<file path="src/rtl/sensor_cmd_scheduler.sv">
// Command/response sequencer between the UART byte stream and the shared DHT11 reader.
// Handles one-shot host requests and periodic continuous temperature/humidity reads.
module sensor_cmd_scheduler #(
  parameter int ADDR_W        = 5,
  parameter int NUM_SENSORS   = 32,
  parameter int PERIOD_CYCLES = 50_000_000,
  parameter int BYTE_TIMEOUT  = 5_000_000
) (
  input  logic              clk,
  input  logic              reset,
  input  logic              rx_valid,
  input  logic [7:0]        rx_data,
  output logic              sens_start,
  output logic [ADDR_W-1:0] sens_addr,
  input  logic              sens_done,
  input  logic              sens_err,
  input  logic [7:0]        sens_temp,
  input  logic [7:0]        sens_hum,
  output logic              tx_start,
  output logic [7:0]        tx_code,
  output logic [7:0]        tx_data,
  input  logic              tx_busy,
  output logic              cont_temp_on,
  output logic              cont_hum_on,
  output logic              cmd_drop,
  output logic              busy
);

  localparam int PCW = $clog2(PERIOD_CYCLES + 1);
  localparam int TCW = $clog2(BYTE_TIMEOUT + 1);
  localparam logic [PCW-1:0] PERIOD_LAST  = PCW'(PERIOD_CYCLES - 1);
  localparam logic [TCW-1:0] TIMEOUT_LAST = TCW'(BYTE_TIMEOUT - 1);
  localparam logic [8:0]     NUM_SENS_W   = 9'(NUM_SENSORS);

  typedef enum logic [2:0] {IDLE, DECODE, ISSUE, WAIT_SENS, SEND, SEND_HOLD} state_t;

  state_t             state_r, state_n;
  logic               have_cmd_r;
  logic [7:0]         rx_cmd_r;
  logic [TCW-1:0]     to_cnt_r;
  logic               slot_full_r;
  logic [7:0]         slot_cmd_r, slot_addr_r;
  logic [PCW-1:0]     per_cnt_r;
  logic               tick_pending_r;
  logic               alt_r;
  logic [7:0]         cur_cmd_r, cur_addr_r;
  logic [ADDR_W-1:0]  issue_addr_r, temp_addr_r, hum_addr_r;
  logic [7:0]         resp_code_r, resp_data_r;
  logic               hold_first_r;
  logic               expired_s, pair_done_s, consume_s, service_s, tick_hum_s;
  logic               cmd_invalid_s, cmd_off_s, addr_invalid_s;

  // Pair completion, half-pair expiry and decode classification
  always_comb begin
    expired_s      = have_cmd_r && (to_cnt_r == TIMEOUT_LAST);
    pair_done_s    = rx_valid && have_cmd_r && !expired_s;
    cmd_invalid_s  = (cur_cmd_r > 8'h06);
    cmd_off_s      = (cur_cmd_r == 8'h05) || (cur_cmd_r == 8'h06);
    addr_invalid_s = ({1'b0, cur_addr_r} >= NUM_SENS_W);
    if (cont_temp_on && cont_hum_on) begin
      tick_hum_s = alt_r;
    end else begin
      tick_hum_s = cont_hum_on;
    end
  end

  // Next-state logic; the pending slot wins over a periodic tick
  always_comb begin
    state_n   = state_r;
    consume_s = 1'b0;
    service_s = 1'b0;
    case (state_r)
      IDLE: begin
        if (slot_full_r) begin
          state_n   = DECODE;
          consume_s = 1'b1;
        end else if (tick_pending_r) begin
          state_n   = ISSUE;
          service_s = 1'b1;
        end else begin
          state_n = IDLE;
        end
      end
      DECODE: begin
        if (cmd_invalid_s || cmd_off_s || addr_invalid_s) begin
          state_n = SEND;
        end else begin
          state_n = ISSUE;
        end
      end
      ISSUE:     state_n = WAIT_SENS;
      WAIT_SENS: state_n = sens_done ? SEND : WAIT_SENS;
      SEND:      state_n = tx_busy ? SEND : SEND_HOLD;
      SEND_HOLD: state_n = (!hold_first_r && !tx_busy) ? IDLE : SEND_HOLD;
      default:   state_n = IDLE;
    endcase
  end

  // State register
  always_ff @(posedge clk) begin
    if (reset) state_r <= IDLE;
    else       state_r <= state_n;
  end

  // Byte pair assembler with timeout and one-entry pending slot
  always_ff @(posedge clk) begin
    if (reset) begin
      have_cmd_r  <= 1'b0;
      rx_cmd_r    <= 8'h00;
      to_cnt_r    <= '0;
      slot_full_r <= 1'b0;
      slot_cmd_r  <= 8'h00;
      slot_addr_r <= 8'h00;
      cmd_drop    <= 1'b0;
    end else begin
      cmd_drop <= pair_done_s && slot_full_r;
      if (rx_valid) begin
        to_cnt_r <= '0;
        if (pair_done_s) begin
          have_cmd_r <= 1'b0;
        end else begin
          have_cmd_r <= 1'b1;
          rx_cmd_r   <= rx_data;
        end
      end else if (expired_s) begin
        have_cmd_r <= 1'b0;
        to_cnt_r   <= '0;
      end else if (have_cmd_r) begin
        to_cnt_r <= to_cnt_r + TCW'(1);
      end
      if (pair_done_s && !slot_full_r) begin
        slot_full_r <= 1'b1;
        slot_cmd_r  <= rx_cmd_r;
        slot_addr_r <= rx_data;
      end else if (consume_s) begin
        slot_full_r <= 1'b0;
      end
    end
  end

  // Period counter; a wrap raises tick_pending, which wins over a same-cycle service
  always_ff @(posedge clk) begin
    if (reset || !(cont_temp_on || cont_hum_on)) begin
      per_cnt_r      <= '0;
      tick_pending_r <= 1'b0;
    end else if (per_cnt_r == PERIOD_LAST) begin
      per_cnt_r      <= '0;
      tick_pending_r <= 1'b1;
    end else begin
      per_cnt_r <= per_cnt_r + PCW'(1);
      if (service_s) tick_pending_r <= 1'b0;
    end
  end

  // Transaction datapath and registered outputs
  always_ff @(posedge clk) begin
    if (reset) begin
      cur_cmd_r    <= 8'h00;
      cur_addr_r   <= 8'h00;
      issue_addr_r <= '0;
      temp_addr_r  <= '0;
      hum_addr_r   <= '0;
      resp_code_r  <= 8'h00;
      resp_data_r  <= 8'h00;
      alt_r        <= 1'b0;
      hold_first_r <= 1'b0;
      sens_start   <= 1'b0;
      sens_addr    <= '0;
      tx_start     <= 1'b0;
      tx_code      <= 8'h00;
      tx_data      <= 8'h00;
      cont_temp_on <= 1'b0;
      cont_hum_on  <= 1'b0;
      busy         <= 1'b0;
    end else begin
      sens_start   <= 1'b0;
      tx_start     <= 1'b0;
      hold_first_r <= 1'b0;
      busy         <= (state_n != IDLE);
      case (state_r)
        IDLE: begin
          if (consume_s) begin
            cur_cmd_r  <= slot_cmd_r;
            cur_addr_r <= slot_addr_r;
          end else if (service_s) begin
            cur_cmd_r    <= tick_hum_s ? 8'h04 : 8'h03;
            issue_addr_r <= tick_hum_s ? hum_addr_r : temp_addr_r;
            if (cont_temp_on && cont_hum_on) alt_r <= ~alt_r;
          end
        end
        DECODE: begin
          issue_addr_r <= cur_addr_r[ADDR_W-1:0];
          if (cmd_invalid_s) begin
            resp_code_r <= 8'hFF;
            resp_data_r <= cur_cmd_r;
          end else if (cur_cmd_r == 8'h05) begin
            cont_temp_on <= 1'b0;
            resp_code_r  <= 8'h0A;
            resp_data_r  <= 8'h00;
          end else if (cur_cmd_r == 8'h06) begin
            cont_hum_on <= 1'b0;
            resp_code_r <= 8'h0B;
            resp_data_r <= 8'h00;
          end else if (addr_invalid_s) begin
            resp_code_r <= 8'hFE;
            resp_data_r <= cur_addr_r;
          end else if (cur_cmd_r == 8'h03) begin
            cont_temp_on <= 1'b1;
            temp_addr_r  <= cur_addr_r[ADDR_W-1:0];
          end else if (cur_cmd_r == 8'h04) begin
            cont_hum_on <= 1'b1;
            hum_addr_r  <= cur_addr_r[ADDR_W-1:0];
          end
        end
        ISSUE: begin
          sens_start <= 1'b1;
          sens_addr  <= issue_addr_r;
        end
        WAIT_SENS: begin
          if (sens_done) begin
            if (sens_err) begin
              resp_code_r <= 8'h1F;
              resp_data_r <= 8'(sens_addr);
            end else begin
              case (cur_cmd_r)
                8'h00:   begin resp_code_r <= 8'h08; resp_data_r <= sens_hum;  end
                8'h01:   begin resp_code_r <= 8'h07; resp_data_r <= 8'h00;     end
                8'h02:   begin resp_code_r <= 8'h09; resp_data_r <= sens_temp; end
                8'h03:   begin resp_code_r <= 8'h0D; resp_data_r <= sens_temp; end
                8'h04:   begin resp_code_r <= 8'h0E; resp_data_r <= sens_hum;  end
                default: begin resp_code_r <= 8'hFF; resp_data_r <= cur_cmd_r; end
              endcase
            end
          end
        end
        SEND: begin
          if (!tx_busy) begin
            tx_start     <= 1'b1;
            tx_code      <= resp_code_r;
            tx_data      <= resp_data_r;
            hold_first_r <= 1'b1;
          end
        end
        default: begin
        end
      endcase
    end
  end

endmodule

</file>
<file path="config.mk">
export PLATFORM = sky130hd
export DESIGN_NAME = sensor_cmd_scheduler
export DESIGN_NICKNAME = d
export VERILOG_FILES = /design/src/rtl/sensor_cmd_scheduler.sv
export SDC_FILE = /design/constraint.sdc
export NUM_CORES = 1
export LEC_CHECK = 0
export ABC_CLOCK_PERIOD_IN_PS = 2390
export BUFFER_PORTS_ARGS = -buffer_cell sky130_fd_sc_hd__buf_2
export CAP_MARGIN = 0
export CORE_MARGIN = 10
export CORE_UTILIZATION = 59
export DETAILED_ROUTE_END_ITERATION = 16
export PLACE_DENSITY = 0.79
export REMOVE_ABC_BUFFERS = 1
export SYNTH_ARGS = -nofsm -noshare
export SYNTH_HDL_FRONTEND = slang
export SYNTH_SLANG_ARGS = --single-unit
</file>
<file path="constraint.sdc">
create_clock -name clk -period 2.39 [get_ports clk]
set_input_delay 0.239 -clock clk [delete_from_list [all_inputs] [get_ports clk]]
set_output_delay 0.239 -clock clk [all_outputs]
set_load 0.03 [all_outputs]
</file>
; Word-level counts from Yosys, hierarchy flattened
; Index checks and enable logic that the tools add are counted.
[totals]
word_cells = 158
out_inout_bits = 27
inputBits = 30
reg_bits = 154
[op_classes]
n_eq_ne = 21
n_reduce_logical = 44
addsub = 2
bitwise = 10
n_mux = 53
order_cmp = 2
[op_table]
columns = operator, n
row1 = $mux 8, 14
row2 = $pmux 8 s5, 1
row3 = $pmux 8 s2, 2
row4 = $add 26x1->26 const B, 1
row5 = $eq 26x26->1 const B, 1
row6 = $eq 8x3->1 const B, 3
row7 = $mux 1, 24
row8 = $pmux 8 s3, 1
row9 = $add 23x1->23 const B, 1
row10 = $eq 23x23->1 const B, 1
row11 = $pmux 3 s6, 1
row12 = $eq 8x2->1 const B, 2
row13 = $reduce_bool 2->1, 8
row14 = $mux 5, 3
row15 = $mux 3, 4
row16 = $reduce_and 6->1, 2
row17 = $ne 2x2->1 const B, 5
row18 = $not 1->1, 10
row19 = $pmux 5 s2, 1
row20 = $eq 8x1->1 const B, 1
row21 = $ge 8x6->1 const B, 1
row22 = $gt 8x3->1 const B, 1
row23 = $logic_not 8->1, 1
row24 = $reduce_and 2->1, 4
row25 = 17 further kinds, 39

; Longest topological paths before layout
; Gate-level depths: netlist of run 1.
[depth]
ltp_word = 7
mapped_depth = 8
mapped_depth_nobuf = 6

; Worst setup path before layout of run 1
; OpenSTA, ideal clock, no wires.
[synth_path]
path_kind = register to register
startpoint = register to_cnt_r[10]
endpoint = register slot_addr_r[6]
setup_slack_ps = 275
required_time_ps = 2262
stages_incl_launch_ff = 8
setup_ps = 128
period_less_slack_ps = 2115
arrival_ps = 1987
n_path_buf = 2
cell_sequence = dfxtp_1 -> or4b_1 -> or3_1 -> buf_2 -> o2111ai_4 -> buf_12 -> mux2i_1 -> nor2_1
[synth_between]
elab_chain_cells = 5
[synth_rtl]
columns = element, line
row1 = from (decl), 40  ; logic [TCW-1:0] to_cnt_r;
row2 = from (signal assigned), 129  ; to_cnt_r <= to_cnt_r + TCW'(1);
row3 = $eq 23x23->1, 55  ; expired_s = have_cmd_r && (to_cnt_r == TIMEOUT_LAST);
row4 = $logic_and 1x1->1, 55
row5 = $logic_not 1->1, 56  ; pair_done_s = rx_valid && have_cmd_r && !expired_s;
row6 = $logic_and 1x1->1, 56
row7 = $logic_and 1x1->1, 131  ; if (pair_done_s && !slot_full_r) begin
row8 = to (signal assigned), 134  ; slot_addr_r <= rx_data;
row9 = to (decl), 42  ; logic [7:0] slot_cmd_r, slot_addr_r;
; No other way between the ends.
; A chain may end at the register's enable or synchronous reset.

; Worst setup path in the final report of run 1
[layout_path]
startpoint = register to_cnt_r[10]
endpoint = register slot_cmd_r[6]
[layout_between]
elab_chain_cells = 5
[layout_rtl]
columns = element, line
row1 = $eq 23x23->1, 55
row2 = $logic_and 1x1->1, 55
row3 = $logic_not 1->1, 56
row4 = $logic_and 1x1->1, 56
row5 = $logic_and 1x1->1, 131
row6 = to (signal assigned), 133  ; slot_cmd_r <= rx_cmd_r;
row7 = to (decl), 42
; No other way between the ends.

==> key figures, run 1 <==
Setup path
  – Max incr delay on CP: approximately 0.51 ns
  – Highest fanout seen on the critical path: 16
  – Critical Path Start: to_cnt_r[10]
  – CP Capture Type: flop
  – CP max stage cell: or4b_1
  – CP Cell Sequence: or4b_1, or3_1, o2111ai_4, buf_12, mux2i_1, nor2_1
  – Flop-to-flop setup slack: about 0.24 ns
  – RR Startpoint: to_cnt_r[10]
  – CP Class: flop to flop
  – Critical path data required time: around 2.8 ns
  – Worst Path Arrival: approximately 2.6 ns
  – Crit start category: flop
  – Reg2Reg Depth: 6
  – Reg2Reg Capture Point: slot_cmd_r[6]
  – Setup crit end: slot_cmd_r[6]

Synthesis
  – Number of synthesized flops with an enable pin: 0
  – Library cells used by synthesis: 62
  – Cells after synthesis: between 700 and 800
  – Async SR Flop Fraction: 0
  – Yosys reg bits: 150
  – Synth top area share: 0.457
  – Yosys top cell by area: dfxtp_1
  – Sequential area share after synthesis: 0.457
  – Post-Syn Area: between 6000 and 7000 um^2
  – Synth top area cells: dfxtp_1 46%, nor2_1 7.9%, mux2i_1 6.1%, nand2_1 4.9%, xnor2_1 4.1%
  – Synth Warn #: 0
  – Syn Area/Cell: 8.51 um^2
  – Most used DFF post-synth: dfxtp_1

Drt
  – Via Count: roughly 5700
  – Number of vias per cell: 5.77
  – # DRC: 0
  – First-pass iteration count of the detailed router: 5
  – Initial drt markers: roughly 480
  – ANT nets after route: 0
  – DR WL/cell: roughly 16 um
  – WL final: between 15000 and 20000 um

CTS
  – TritonCTS Buffers: 17
  – CTS clock-pin slew for the worst setup and hold paths: ~0.06 ns
  – Root buffer cell: clkbuf_8
  – Worst-Skew Late Latency: 0.53 ns
  – Clock tree from TritonCTS: done
  – Clock Tree Buf Depth: 2
  – # clock sinks: 150
  – Htree depth: 4

Floorplanning
  – Initial Util: 0.603
  – Core area: around 11000 um^2
  – FP Rows: 38
  – Die X: roughly 130 um
  – DIE HEIGHT: 125 um
  – I/O pin count: 57
  – Full die area: 15700 um^2

Placement
  – Placer Congestion: ~0.94
  – Dpl cell area: roughly 7000 um^2
  – IO buf count: 56
  – Post-DP HPWL: approximately 11000 um

Run status
  – Status: completed

Global routing
  – First-pass GRT wire length: 25700 um
  – Largest net degree at the start of global routing: between 40 and 50
  – Initial antenna violation count: 0
  – Total grt overflow: 0
  – Tot GR Track Use: 0.194
  – Vias in the first global route: 5563

STA
  – Slew Viols, Final: 0
  – Least-Margin Pin Slew: about 0.64 ns
  – Skew final: about 0.0055 ns
  – Setup TNS: 0 ns
  – Fin crit period: between 2 and 2.5 ns
  – Max Fclk: between 400 and 500 MHz
  – Final hold vios: 0
  – RSZ-0062 raised after global routing: false
  – Relative slew margins: 0.568
  – Setup violators final: 0
  – WHS: 0.0841 ns
  – Period utilization: 0.901

Pwr
  – Seq pwr share: 0.470
  – Power density over the cells: between 700 and 800 nW/um^2
  – Combinational power share: 0.057
  – Worst VDD drop: slightly above 0.6 mV
  – Leak: about 0.0028 uW
  – Clock power share: 0.473
  – Sw frac: 0.224
  – Power Total: 5450 uW
  – Pint: 4230 uW
  – Switching pwr: approximately 1200 uW

Run
  – Max Cap Viol: 0

Final layout
  – Net count reported at finish: slightly below 900
  – Finished Cell Area: just under 8000 um^2
  – Antenna cells: 0
  – Final core occ: 0.708
  – Layout cells sized above 1: 0.151
  – Area grow syn2layout: 17.5%

Hold path
  – Worst hold path class: input pin to flop
==> synth_stat cells, types with 3 or more instances <==
library cell	number
o31ai_1	4
nand4b_1	9
clkbuf_1	36
nand4_1	16
o21ai_0	17
a31oi_1	4
xnor2_1	31
or2_2	4
and2_1	4
nor3_1	24
inv_1	15
a21oi_1	38
or4_1	3
nand2b_1	9
a311oi_1	4
nor2_1	138
and3_1	3
nand2_1	85
a22o_1	4
nand3_1	22
a211o_1	5
dfxtp_1	150
a211oi_1	6
o211ai_1	4
xor2_1	17
nor4_1	8
a22oi_1	10
mux2i_1	40
and4_1	3
nor4b_1	3
buf_2	8
or3_1	6
==> cells by family after synthesis <==
group,Yosys count,synth area share
DFF,150,0.457
muxes,40,0.0610
xor gates and xnor gates,48,0.0640
AOI/OAI and AO/OA,116,0.118
and+or+nand+nor,353,0.255
adders and majority gates,2,0.00381
buffers and inverters,62,0.0406
==> timing repair <==
action	in CTS	in global routing
hold buffers	8	0
endpoints found under the hold margin	16	0
buffers inserted	0	0
resized for setup	0	0
==> worst max-delay path: cells and delay by family (launching register included) <==
| kind | cells | cell delay (ns) |
|---|---|---|
| AO/OA/AOI/OAI | 1 | 0.25 |
| buffers and inverters | 1 | 0.20 |
| flip-flops | 1 | 0.35 |
| multiplexers | 1 | 0.22 |
| AND/OR/NAND/NOR | 3 | 1.00 |
==> metal layers <==
layer / track usage / wire length (um)
met1: 0.212 / 6350
met3: 0.0604 / 964
met2: 0.335 / 7760
met4: 0.0908 / 395
met5: 0 / 0
==> sequential cells by signal, indices dropped and copies added, names as in the netlist, 3 cells and up <==
| name | count |
|---|---|
| slot_addr_r | 8 |
| tx_code | 6 |
| sens_addr | 5 |
| per_cnt_r | 26 |
| cur_addr_r | 8 |
| slot_cmd_r | 8 |
| rx_cmd_r | 8 |
| temp_addr_r | 5 |
| cur_cmd_r | 8 |
| resp_data_r | 8 |
| tx_data | 8 |
| to_cnt_r | 23 |
| resp_code_r | 6 |
| state_r | 3 |
| issue_addr_r | 5 |
| hum_addr_r | 5 |
==> power groups by stage <==
stage	logic [uW]	clock network (uW)	registers, uW
3_3_place_gp	283	0	2620
4_1_cts	303	2620	2560
2_1_floorplan	139	0	2630
6_report	308	2580	2560
5_1_grt	332	2730	2570
3_5_place_dp	290	0	2620
==> final cells by class <==
class	count	area (um^2)
inverters	15	56.3
flip-flops and latches	150	3000
multi-input cells	559	3300
clock inverters	11	124
well taps	140	175
clock buffers	21	459
repair buffers	90	593
fillers	825	3180
==> per-stage QoR <==
step | std cells | setup WS (ns)
after floorplan | 724 | -0.116
after CTS | 986 | 0.245
after detailed placement | 946 | 0.270
after global placement | 946 | 0.349
final | 986 | 0.236
after global routing | 986 | 0.110
==> cells in the final DEF (no fill, tap or decap), types with 5 or more instances in the layout <==
master and count:
a211o_1 5, a211oi_1 6, a21oi_1 38, a22oi_1 10, buf_2 56, buf_4 23
clkbuf_16 16, dfxtp_1 150, dlygate4sd3_1 8, inv_1 15, mux2i_1 40, nand2_1 85
nand2b_1 9, nand3_1 22, nand4_1 16, nand4b_1 9, nor2_1 138, nor3_1 24
nor4_1 8, o21ai_0 17, or3_1 6, xnor2_1 31, xor2_1 17
==> worst min path at each step <==
stage | slack [ns] | start | to | depth (start not counted)
after CTS | 0.04 | sens_done | state_r[0] | 4
after detailed placement | 0.44 | per_cnt_r[0] | per_cnt_r[0] | 1
after global placement | 0.43 | per_cnt_r[0] | per_cnt_r[0] | 1
after global routing | 0.06 | sens_done | state_r[0] | 4
after floorplan | 0.31 | reset | cur_addr_r[0] | 1
final | 0.08 | sens_done | state_r[0] | 4
(Power assumes the default switching activity.)
==> run 2, diff against run 1 <==
--- a/config.mk
+++ b/config.mk
@@ -8,10 +8,12 @@
 export ABC_CLOCK_PERIOD_IN_PS = 2390
 export BUFFER_PORTS_ARGS = -buffer_cell sky130_fd_sc_hd__buf_2
 export CAP_MARGIN = 0
+export CELL_PAD_IN_SITES_DETAIL_PLACEMENT = 2
+export CELL_PAD_IN_SITES_GLOBAL_PLACEMENT = 2
 export CORE_MARGIN = 10
-export CORE_UTILIZATION = 59
+export CORE_UTILIZATION = 36
 export DETAILED_ROUTE_END_ITERATION = 16
-export PLACE_DENSITY = 0.79
+export PLACE_DENSITY_LB_ADDON = 0.1
 export REMOVE_ABC_BUFFERS = 1
 export SYNTH_ARGS = -nofsm -noshare
 export SYNTH_HDL_FRONTEND = slang
==> key figures, run 2 (synthesized netlist as in run 1, its figures left out) <==
Run status
  – Status: completed

Global routing
  – Vias in the first global route: 6396 (+15%)
  – Met2 usage: 0.306 (-0.0291)
  – Total grt overflow: 0 (unchanged)
  – First-pass GRT wire length: 33500 um (+30%)
  – Tot GR Track Use: 0.170 (-0.0242)
  – M1 GR Usage: 0.195 (-0.0168)
  – Initial antenna violation count: 0 (unchanged)
  – Largest net degree at the start of global routing: 36 (-22%)
  – Busiest grt layer: met2
  – GR Util met3: 0.0339 (-0.0265)

Floorplanning
  – FP Rows: 49 (+29%)
  – Initial Util: 0.365 (-0.237)
  – I/O pin count: 57 (unchanged)
  – DIE HEIGHT: 155 um (+24%)
  – Core area: 18000 um^2 (+65%)
  – Die X: 155 um (+24%)
  – Full die area: 24000 um^2 (+53%)

Setup path
  – Reg2Reg Depth: 6 (unchanged)
  – Critical path data required time: 2.70 ns (-0.08 ns)
  – CP Capture Type: flop
  – RR Startpoint: to_cnt_r[10]
  – Flop-to-flop setup slack: 0.17 ns (-0.06 ns)
  – Crit start category: flop
  – CP Class: flop to flop
  – Highest fanout seen on the critical path: 16 (unchanged)
  – Worst Path Arrival: 2.53 ns (-0.02 ns)
  – Critical Path Start: to_cnt_r[10]

Drt
  – DR WL/cell: 18.9 um (+21%)
  – Number of vias per cell: 5.38 (-6.7%)
  – Via Count: 5759 (+1.3%)
  – Initial drt markers: 189 (-60%)
  – WL final: 20300 um (+31%)
  – ANT nets after route: 0 (unchanged)
  – # DRC: 0 (unchanged)
  – First-pass iteration count of the detailed router: 4 (-1)

Final layout
  – Final core occ: 0.430 (-0.278)
  – Most common cell after layout, fill and taps aside: dfxtp_1
  – Register Area: 3000 um^2 (unchanged)
  – Fillcell total: 2021 (+140%)
  – Largest register FFs: 26 (unchanged)
  – Area grow syn2layout: 17.7%
  – Antenna cells: 0 (unchanged)
  – Finished Layout Cells: 1070 (+8.5%)
  – Top Registers: per_cnt_r (26), to_cnt_r (23)
  – Most frequent cells in the layout: 150 x dfxtp_1, 138 x nor2_1, 85 x nand2_1
  – Register name with the most flops: per_cnt_r
  – Area of the multi-input gates: 3300 um^2 (unchanged)
  – Layout cells sized above 1: 0.157 (+0.00566)
  – Net count reported at finish: 860 (-0.58%)

STA
  – Fin crit period: 2.22 ns (+0.0645 ns)
  – Least-Margin Pin Slew: 0.571 ns (-0.0729 ns)
  – WHS: 0.0727 ns (-0.0113 ns)
  – Skew final: 0.00886 ns (+0.00338 ns)
  – Max Fclk: 451 MHz (-2.9%)
  – Final hold vios: 0 (unchanged)
  – Setup violators final: 0 (unchanged)
  – RSZ-0062 raised after global routing: false
  – Period utilization: 0.928 (+0.0270)
  – Relative slew margins: 0.618 (+0.0501)
  – Setup TNS: 0 ns (unchanged)
  – Slew Viols, Final: 0 (unchanged)

Run
  – Max Cap Viol: 0 (unchanged)

Pwr
  – Power density over the cells: 708 nW/um^2 (+0.16%)
  – Leak: 0.00281 uW (-0.96%)
  – Worst VDD drop: 0.541 mV (-11%)

Hold path
  – Worst hold path class: input pin to flop
  – Hold Crit Depth: 3 (-1)
  – Worst hold start: rx_data[3]

CTS
  – Postcts setup bufs: 0 (unchanged)
  – Root buffer cell: clkbuf_16
  – Worst-Skew Late Latency: 0.43 ns (-0.10 ns)
  – Clock Tree Buf Depth: 2 (unchanged)
  – TritonCTS Buffers: 17 (unchanged)
  – CTS clock-pin slew for the worst setup and hold paths: 0.06 ns (about the same)
  – Hold buffer count at CTS: 0 (-8)
  – Clock tree from TritonCTS: done
  – # clock sinks: 150 (unchanged)
  – Post_cts resized: 0 (unchanged)
  – Htree depth: 4 (unchanged)

Placement
  – Placer Congestion: 0.794 (-15%)
  – IO buf count: 56 (unchanged)
  – Placed insts: 1038 (+9.7%)
  – Post-DP HPWL: 14500 um (+33%)
[run 2: changes by cell type in the layout (fill, tap and decap cells not counted), sizes merged]
cell	previous run	this run
clkbuf	21	18
dlygate4sd3	8	0
clkinv	5	10
bufinv	2	1
inv	16	17
buf	82	85
clkinvlp	3	1
[run 2: stage by stage]
stage | worst slack [ns] | power, uW | cell area, um^2
finish | 0.171 | 5470 | 7730
global route | 0.00760 | 5690 | 7730
floorplan | -0.116 | 2770 | 6350
detailed placement | 0.196 | 2930 | 7160
global placement | 0.265 | 2910 | 7160
CTS | 0.160 | 5520 | 7730
[run 2: layer usage]
layer	share of wire	up-vias	wire, um
li1	-	2783	-
met1	0.44	2892	8840
met2	0.52	61	10500
met3	0.025	23	510
met4	0.018	0	367
met5	0	-	0
[run 2: area by class of cell]
| type | count | share of cell area |
|---|---|---|
| flip-flops and latches | 150 | 0.389 |
| well taps | 229 | 0.0371 |
| repair buffers | 85 | 0.0664 |
| inverters | 15 | 0.00729 |
| clock inverters | 14 | 0.0165 |
| multi-input cells | 559 | 0.427 |
| clock buffers | 18 | 0.0568 |
[run 2: worst max-delay path, stage by stage (launching register included)]
cell,delay [ns]
dfxtp_1,0.36
or4b_1,0.55
or3_1,0.43
o2111ai_4,0.24
buf_12,0.21
mux2i_1,0.24
nor2_1,0.06
[run 2: power by group]
part	leakage, uW	switching, uW	internal, uW
Sequential	0.00121	30.9	2540
Clock	0.000280	1130	1470
Combinational	0.00131	193	114
Total	0.00281	1350	4120
[run 2: final timing paths]
kind                                  endpoint
worst max-delay path            slot_addr_r[2]
worst min-delay path            slot_addr_r[3]
worst max register to register  slot_addr_r[2]
worst min register to register      tx_code[0]
